==> src/rtl/mix_cols_seq_pkg.sv <==
// rtl/mix_cols_seq_pkg.sv - shared types and GF(2^8) helpers for the MixColumns engine
package mix_cols_seq_pkg;

    typedef logic [127:0] aes_state_t;
    typedef logic [31:0]  aes_col_t;

    typedef enum logic [1:0] {
        IDLE = 2'd0,
        RUN  = 2'd1,
        DONE = 2'd2
    } fsm_e;

    // Multiply by x modulo the AES polynomial x^8+x^4+x^3+x+1.
    function automatic logic [7:0] xtime(input logic [7:0] a);
        return {a[6:0], 1'b0} ^ (a[7] ? 8'h1B : 8'h00);
    endfunction

    // Multiply by one of the fixed MixColumns coefficients (1, 2, 3, 9, B, D, E).
    function automatic logic [7:0] gf_mul(input logic [7:0] a, input logic [3:0] k);
        logic [7:0] x2;
        logic [7:0] x4;
        logic [7:0] x8;
        x2 = xtime(a);
        x4 = xtime(x2);
        x8 = xtime(x4);
        case (k)
            4'h2:    return x2;
            4'h3:    return x2 ^ a;
            4'h9:    return x8 ^ a;
            4'hB:    return x8 ^ x2 ^ a;
            4'hD:    return x8 ^ x4 ^ a;
            4'hE:    return x8 ^ x4 ^ x2;
            default: return a;
        endcase
    endfunction

endpackage

==> src/rtl/mix_cols_seq_unit.sv <==
// rtl/mix_cols_seq_unit.sv - combinational single-column MixColumns / InvMixColumns
module mix_col_unit
    import mix_cols_seq_pkg::*;
(
    input  aes_col_t col_i,
    input  logic     inverse_i,
    output aes_col_t col_o
);

    logic [7:0] a [4];
    logic [3:0] k [4];

    // Circulant matrix: output byte r uses k[j] against input byte (r+j) mod 4.
    always_comb begin
        if (inverse_i) begin
            k[0] = 4'hE;
            k[1] = 4'hB;
            k[2] = 4'hD;
            k[3] = 4'h9;
        end else begin
            k[0] = 4'h2;
            k[1] = 4'h3;
            k[2] = 4'h1;
            k[3] = 4'h1;
        end
        for (int r = 0; r < 4; r++) begin
            a[r] = col_i[31-8*r -: 8];
        end
        col_o = '0;
        for (int r = 0; r < 4; r++) begin
            col_o[31-8*r -: 8] = gf_mul(a[r], k[0])
                               ^ gf_mul(a[(r+1)%4], k[1])
                               ^ gf_mul(a[(r+2)%4], k[2])
                               ^ gf_mul(a[(r+3)%4], k[3]);
        end
    end

endmodule

==> src/rtl/mix_cols_seq.sv <==
// rtl/mix_cols_seq.sv - iterative runtime-selectable MixColumns engine with valid/ready ports
module mix_cols_seq
    import mix_cols_seq_pkg::*;
#(
    parameter int COLS_PER_CYCLE = 4
) (
    input  logic       clk,
    input  logic       rst_n,
    input  logic       in_valid,
    output logic       in_ready,
    input  aes_state_t in_state,
    input  logic       in_inverse,
    output logic       out_valid,
    input  logic       out_ready,
    output aes_state_t out_state,
    output logic       busy
);

    localparam int NUM_STEPS = 4 / COLS_PER_CYCLE;
    localparam int STEP_W    = (NUM_STEPS > 1) ? $clog2(NUM_STEPS) : 1;

    if ((COLS_PER_CYCLE != 1) && (COLS_PER_CYCLE != 2) && (COLS_PER_CYCLE != 4)) begin : g_bad_cpc
        $error("mix_cols_seq: COLS_PER_CYCLE must be 1, 2 or 4");
    end

    fsm_e              state_q;
    logic [STEP_W-1:0] step_q;
    aes_state_t        work_q;
    aes_state_t        work_d;
    logic              inv_q;
    logic              out_valid_q;
    logic              busy_q;

    aes_col_t col_in  [COLS_PER_CYCLE];
    aes_col_t col_out [COLS_PER_CYCLE];

    // Pick the columns belonging to the current step out of the work register.
    always_comb begin
        for (int j = 0; j < COLS_PER_CYCLE; j++) begin
            col_in[j] = work_q[127 - 32*(int'(step_q)*COLS_PER_CYCLE + j) -: 32];
        end
    end

    for (genvar j = 0; j < COLS_PER_CYCLE; j++) begin : g_unit
        mix_col_unit u_unit (
            .col_i     (col_in[j]),
            .inverse_i (inv_q),
            .col_o     (col_out[j])
        );
    end

    // Work register with this step's columns replaced by their transformed values.
    always_comb begin
        work_d = work_q;
        for (int j = 0; j < COLS_PER_CYCLE; j++) begin
            work_d[127 - 32*(int'(step_q)*COLS_PER_CYCLE + j) -: 32] = col_out[j];
        end
    end

    // Accept is combinational on out_ready so a result can retire and a new state enter in one cycle.
    assign in_ready  = (state_q == IDLE) || ((state_q == DONE) && out_ready);
    assign out_valid = out_valid_q;
    assign out_state = work_q;
    assign busy      = busy_q;

    // Control FSM, step counter, work register and latched direction.
    always_ff @(posedge clk or negedge rst_n) begin
        if (!rst_n) begin
            state_q     <= IDLE;
            step_q      <= '0;
            work_q      <= '0;
            inv_q       <= 1'b0;
            out_valid_q <= 1'b0;
            busy_q      <= 1'b0;
        end else begin
            case (state_q)
                IDLE: begin
                    if (in_valid) begin
                        work_q  <= in_state;
                        inv_q   <= in_inverse;
                        step_q  <= '0;
                        state_q <= RUN;
                        busy_q  <= 1'b1;
                    end
                end
                RUN: begin
                    work_q <= work_d;
                    if (step_q == STEP_W'(NUM_STEPS - 1)) begin
                        step_q      <= '0;
                        state_q     <= DONE;
                        out_valid_q <= 1'b1;
                    end else begin
                        step_q <= step_q + 1'b1;
                    end
                end
                DONE: begin
                    if (out_ready) begin
                        out_valid_q <= 1'b0;
                        if (in_valid) begin
                            work_q  <= in_state;
                            inv_q   <= in_inverse;
                            step_q  <= '0;
                            state_q <= RUN;
                        end else begin
                            state_q <= IDLE;
                            busy_q  <= 1'b0;
                        end
                    end
                end
                default: begin
                    state_q     <= IDLE;
                    out_valid_q <= 1'b0;
                    busy_q      <= 1'b0;
                end
            endcase
        end
    end

endmodule

==> config.mk <==
export PLATFORM = sky130hd
export DESIGN_NAME = mix_cols_seq
export DESIGN_NICKNAME = d
export VERILOG_FILES = /design/src/rtl/mix_cols_seq_pkg.sv /design/src/rtl/mix_cols_seq_unit.sv /design/src/rtl/mix_cols_seq.sv
export SDC_FILE = /design/constraint.sdc
export NUM_CORES = 1
export LEC_CHECK = 0
export CAP_MARGIN = 10
export CORE_AREA = 3 3 180 182
export DETAILED_ROUTE_END_ITERATION = 10
export DIE_AREA = 0 0 183 185
export PLACE_DENSITY = 0.7
export SETUP_SLACK_MARGIN = 0.05
export SLEW_MARGIN = 20
export SYNTH_ARGS = -nofsm -noshare
export SYNTH_HDL_FRONTEND = slang
export SYNTH_SLANG_ARGS = --single-unit
==> constraint.sdc <==
create_clock -name clk -period 4 [get_ports clk]
set_input_delay 1 -clock clk [delete_from_list [all_inputs] [get_ports clk]]
set_output_delay 1 -clock clk [all_outputs]
set_load 0.05 [all_outputs]
==> results.md <==
- Run status: completed
- Via-to-Cell Ratio: roughly 5.2
- Synthesized instance count: 1452
- Synth-to-layout area growth: 23.8%
- CTS sink cnt: approximately 130
- DIE WIDTH: 183 um
- Final setup violation count: 0
- Number of synthesized register bits: roughly 130
- # rows: 64
- Placeable core area: approximately 0.031 mm2
- Hold crit path type: flip-flop to flip-flop
- Post-synth EDFFs: 0
- Drt first pass iters: 5
- Crit Path Max Fanout: 3
- Critical Path RT: 3.00 ns
- First-pass GRT wire length: 60.0 mm
- DP Worst Slack: between 0.4 and 0.5 ns
- Post-CTS sizing: 0
- Hpwl dp: 27.2 mm
- RSZ-0062 raised after global routing: false
- ANT nets after route: 0
- Min-delay src: out_valid
- Final Critical Period: 3.61 ns
- # hold bufs at CTS: 0
- Die ar.: 0.0339 mm2
- Clock slew seen by the registers of the worst setup and hold paths: ~0.060 ns
- Critical Path Source: out_ready
- Final Cycle Share: 0.902
- Starting Density: 0.450
- Total Nets Final: 1727
- Max H-tree Level: 4
- Setup bufs post-CTS: 0
- Initial antenna violation count: 0
- Fmax: 277 MHz
- Post-synth ARST share: 1.00
- Via count: about 10000
- Final hold violations: 0
- Avg WL per Cell: 18.7 um
- Mapped Area: 0.0138 mm2
- GRT Util Overall: 0.222
- Number of global-route vias before repair: 10686
- Critical path endpoint category: output pin
- R2r worst-path depth: 7
- Slew of the pin with the lowest slew margin: approximately 1.1 ns
- Max_slew headroom: 0.294
- CTS root buf: clkbuf_16
- Final Max Tran Viols: 0
- Max-Cap Viols: 0
- Critical Path Start Type: input pin
- Primary FF master, synth: dfrtp_1
- PnR worst setup slack: 0.392 ns
- Clk_lat worst skew: around 0.43 ns
- Total wire length: 37.6 mm
- Share of cells above drive strength 1: 0.0498
- Post-synth cell types: 35
- Final core occ: 0.557
- Max clock buf depth: 2
- Setup TNS: 0 ns
- CTS buffer count: 17
- Type of the worst setup path: input pin to output pin
- Global route overflow: 0
- Number of synthesis warnings: 0
- Drt drc: 0
- Crit path to: in_ready
- Worst R2R End: out_state[75]
- Syn Area/Cell: approximately 9.5 um2
- Die Height: approximately 190 um
- R2R Path Start: out_state[69]
- Final GP Congestion: approximately 0.85
- Worst Skew: roughly 0.017 ns
- CP arrival: around 2.6 ns
- Flop2flop setup slack: 1.33 ns
- CTS tree: built
- Seq/Total Area, Yosys: 0.241
- Ports: between 200 and 300
- Largest net degree at the start of global routing: 186
- DR iter-0 viols: 491
- IO buf count: 263
- Diodes inserted: 0
- Synth Net Count: 1585
## Yosys cell counts (2+ instances only)
cell      instances  area, um2
nor2_1            4       15.0
xor2_1          151       1320
a211oi_1         59        443
a21oi_1          63        315
xor2_4            2       55.1
xnor2_2          15        244
xor2_2            7        114
inv_1             2       7.51
clkbuf_1         94        353
nand2_1          82        308
a22oi_1          32        240
buf_4             4       30.0
nand2b_1          6       37.5
xnor3_1          40        901
dfrtp_1         133       3330
o21ai_0          58        290
o21ai_1          11       55.1
mux2i_1          51        510
buf_1             9       33.8
xnor2_1         506       4430
mux2_2            4       45.0
nor2b_1          65        407
buf_2            42        210
## critical path, cell delays in order
cell	delay, ns
clkdlybuf4s50_1	0.47
inv_1	0.06
a21oi_1	0.22
clkdlybuf4s50_1	0.84
## cell usage in the layout (no fill, tap or decap), drive strengths merged
| master | n |
|---|---|
| and2 | 2 |
| a22oi | 32 |
| a211oi | 59 |
| a21oi | 63 |
| xor3 | 1 |
| clkdlybuf4s50 | 262 |
| a22o | 1 |
| nand2b | 7 |
| buf | 11 |
| dfrtp | 133 |
| clkinv | 3 |
| bufinv | 4 |
| o211ai | 1 |
| clkbuf | 20 |
| xnor2 | 521 |
| mux2 | 4 |
| nand2 | 83 |
| inv | 2 |
| clkinvlp | 5 |
| and2b | 1 |
| xnor3 | 41 |
| o21ai | 69 |
| mux2i | 51 |
| a21o | 1 |
| nor2b | 65 |
| nor2 | 4 |
| o21a | 1 |
| xor2 | 160 |
## cell families after synthesis
group / after synthesis / share of synthesized area
AND/OR/NAND/NOR: 162 / 0.0585
flip-flops: 133 / 0.241
multiplexers: 55 / 0.0402
buffers and inverters: 152 / 0.0467
XOR/XNOR: 723 / 0.515
AO/OA/AOI/OAI: 227 / 0.0994
## per-stage QoR
stage	hold slack [ns]	std cells	area [um2]
detailed placement	0.473	1971	16500
floorplan	0.507	1452	13800
global route	0.504	2003	17100
global placement	0.466	1971	16500
finish	0.482	2003	17100
CTS	0.485	2003	17100
## state kept, by name, summed over array words and instances (netlist names)
| name | flops |
|---|---|
| out_state | 128 |
| state_q | 2 |
| busy | 1 |
| inv_q | 1 |
| out_valid | 1 |
## how the worst min path moves through the flow
stage / to / cells after the start
2_1_floorplan: busy / 1
3_3_place_gp: out_valid / 1
3_5_place_dp: out_valid / 1
4_1_cts: out_valid / 1
5_1_grt: out_valid / 1
6_report: out_valid / 1
## layout make-up
type                            count  area (um2)
Fill cell                        2715       13600
Multi-Input combinational cell   1167        9870
Sequential cell                   133        3330
Timing Repair Buffer              273        2770
Tap cell                          396         495
Clock buffer                       20         467
Clock inverter                     12         176
Inverter                            2        7.51
## routing by layer
layer / share of wire / vias to the layer above / track usage
met3: 0.043 / 31 / 0.0318
met5: 0 / - / 0
met1: 0.46 / 5094 / 0.304
li1: - / 4958 / -
met4: 0.013 / 0 / 0.0494
met2: 0.48 / 263 / 0.376
Power is left out: the tool's default activity adds up to more than one toggle a clock period on the data nets, which glitch-free logic cannot reach.
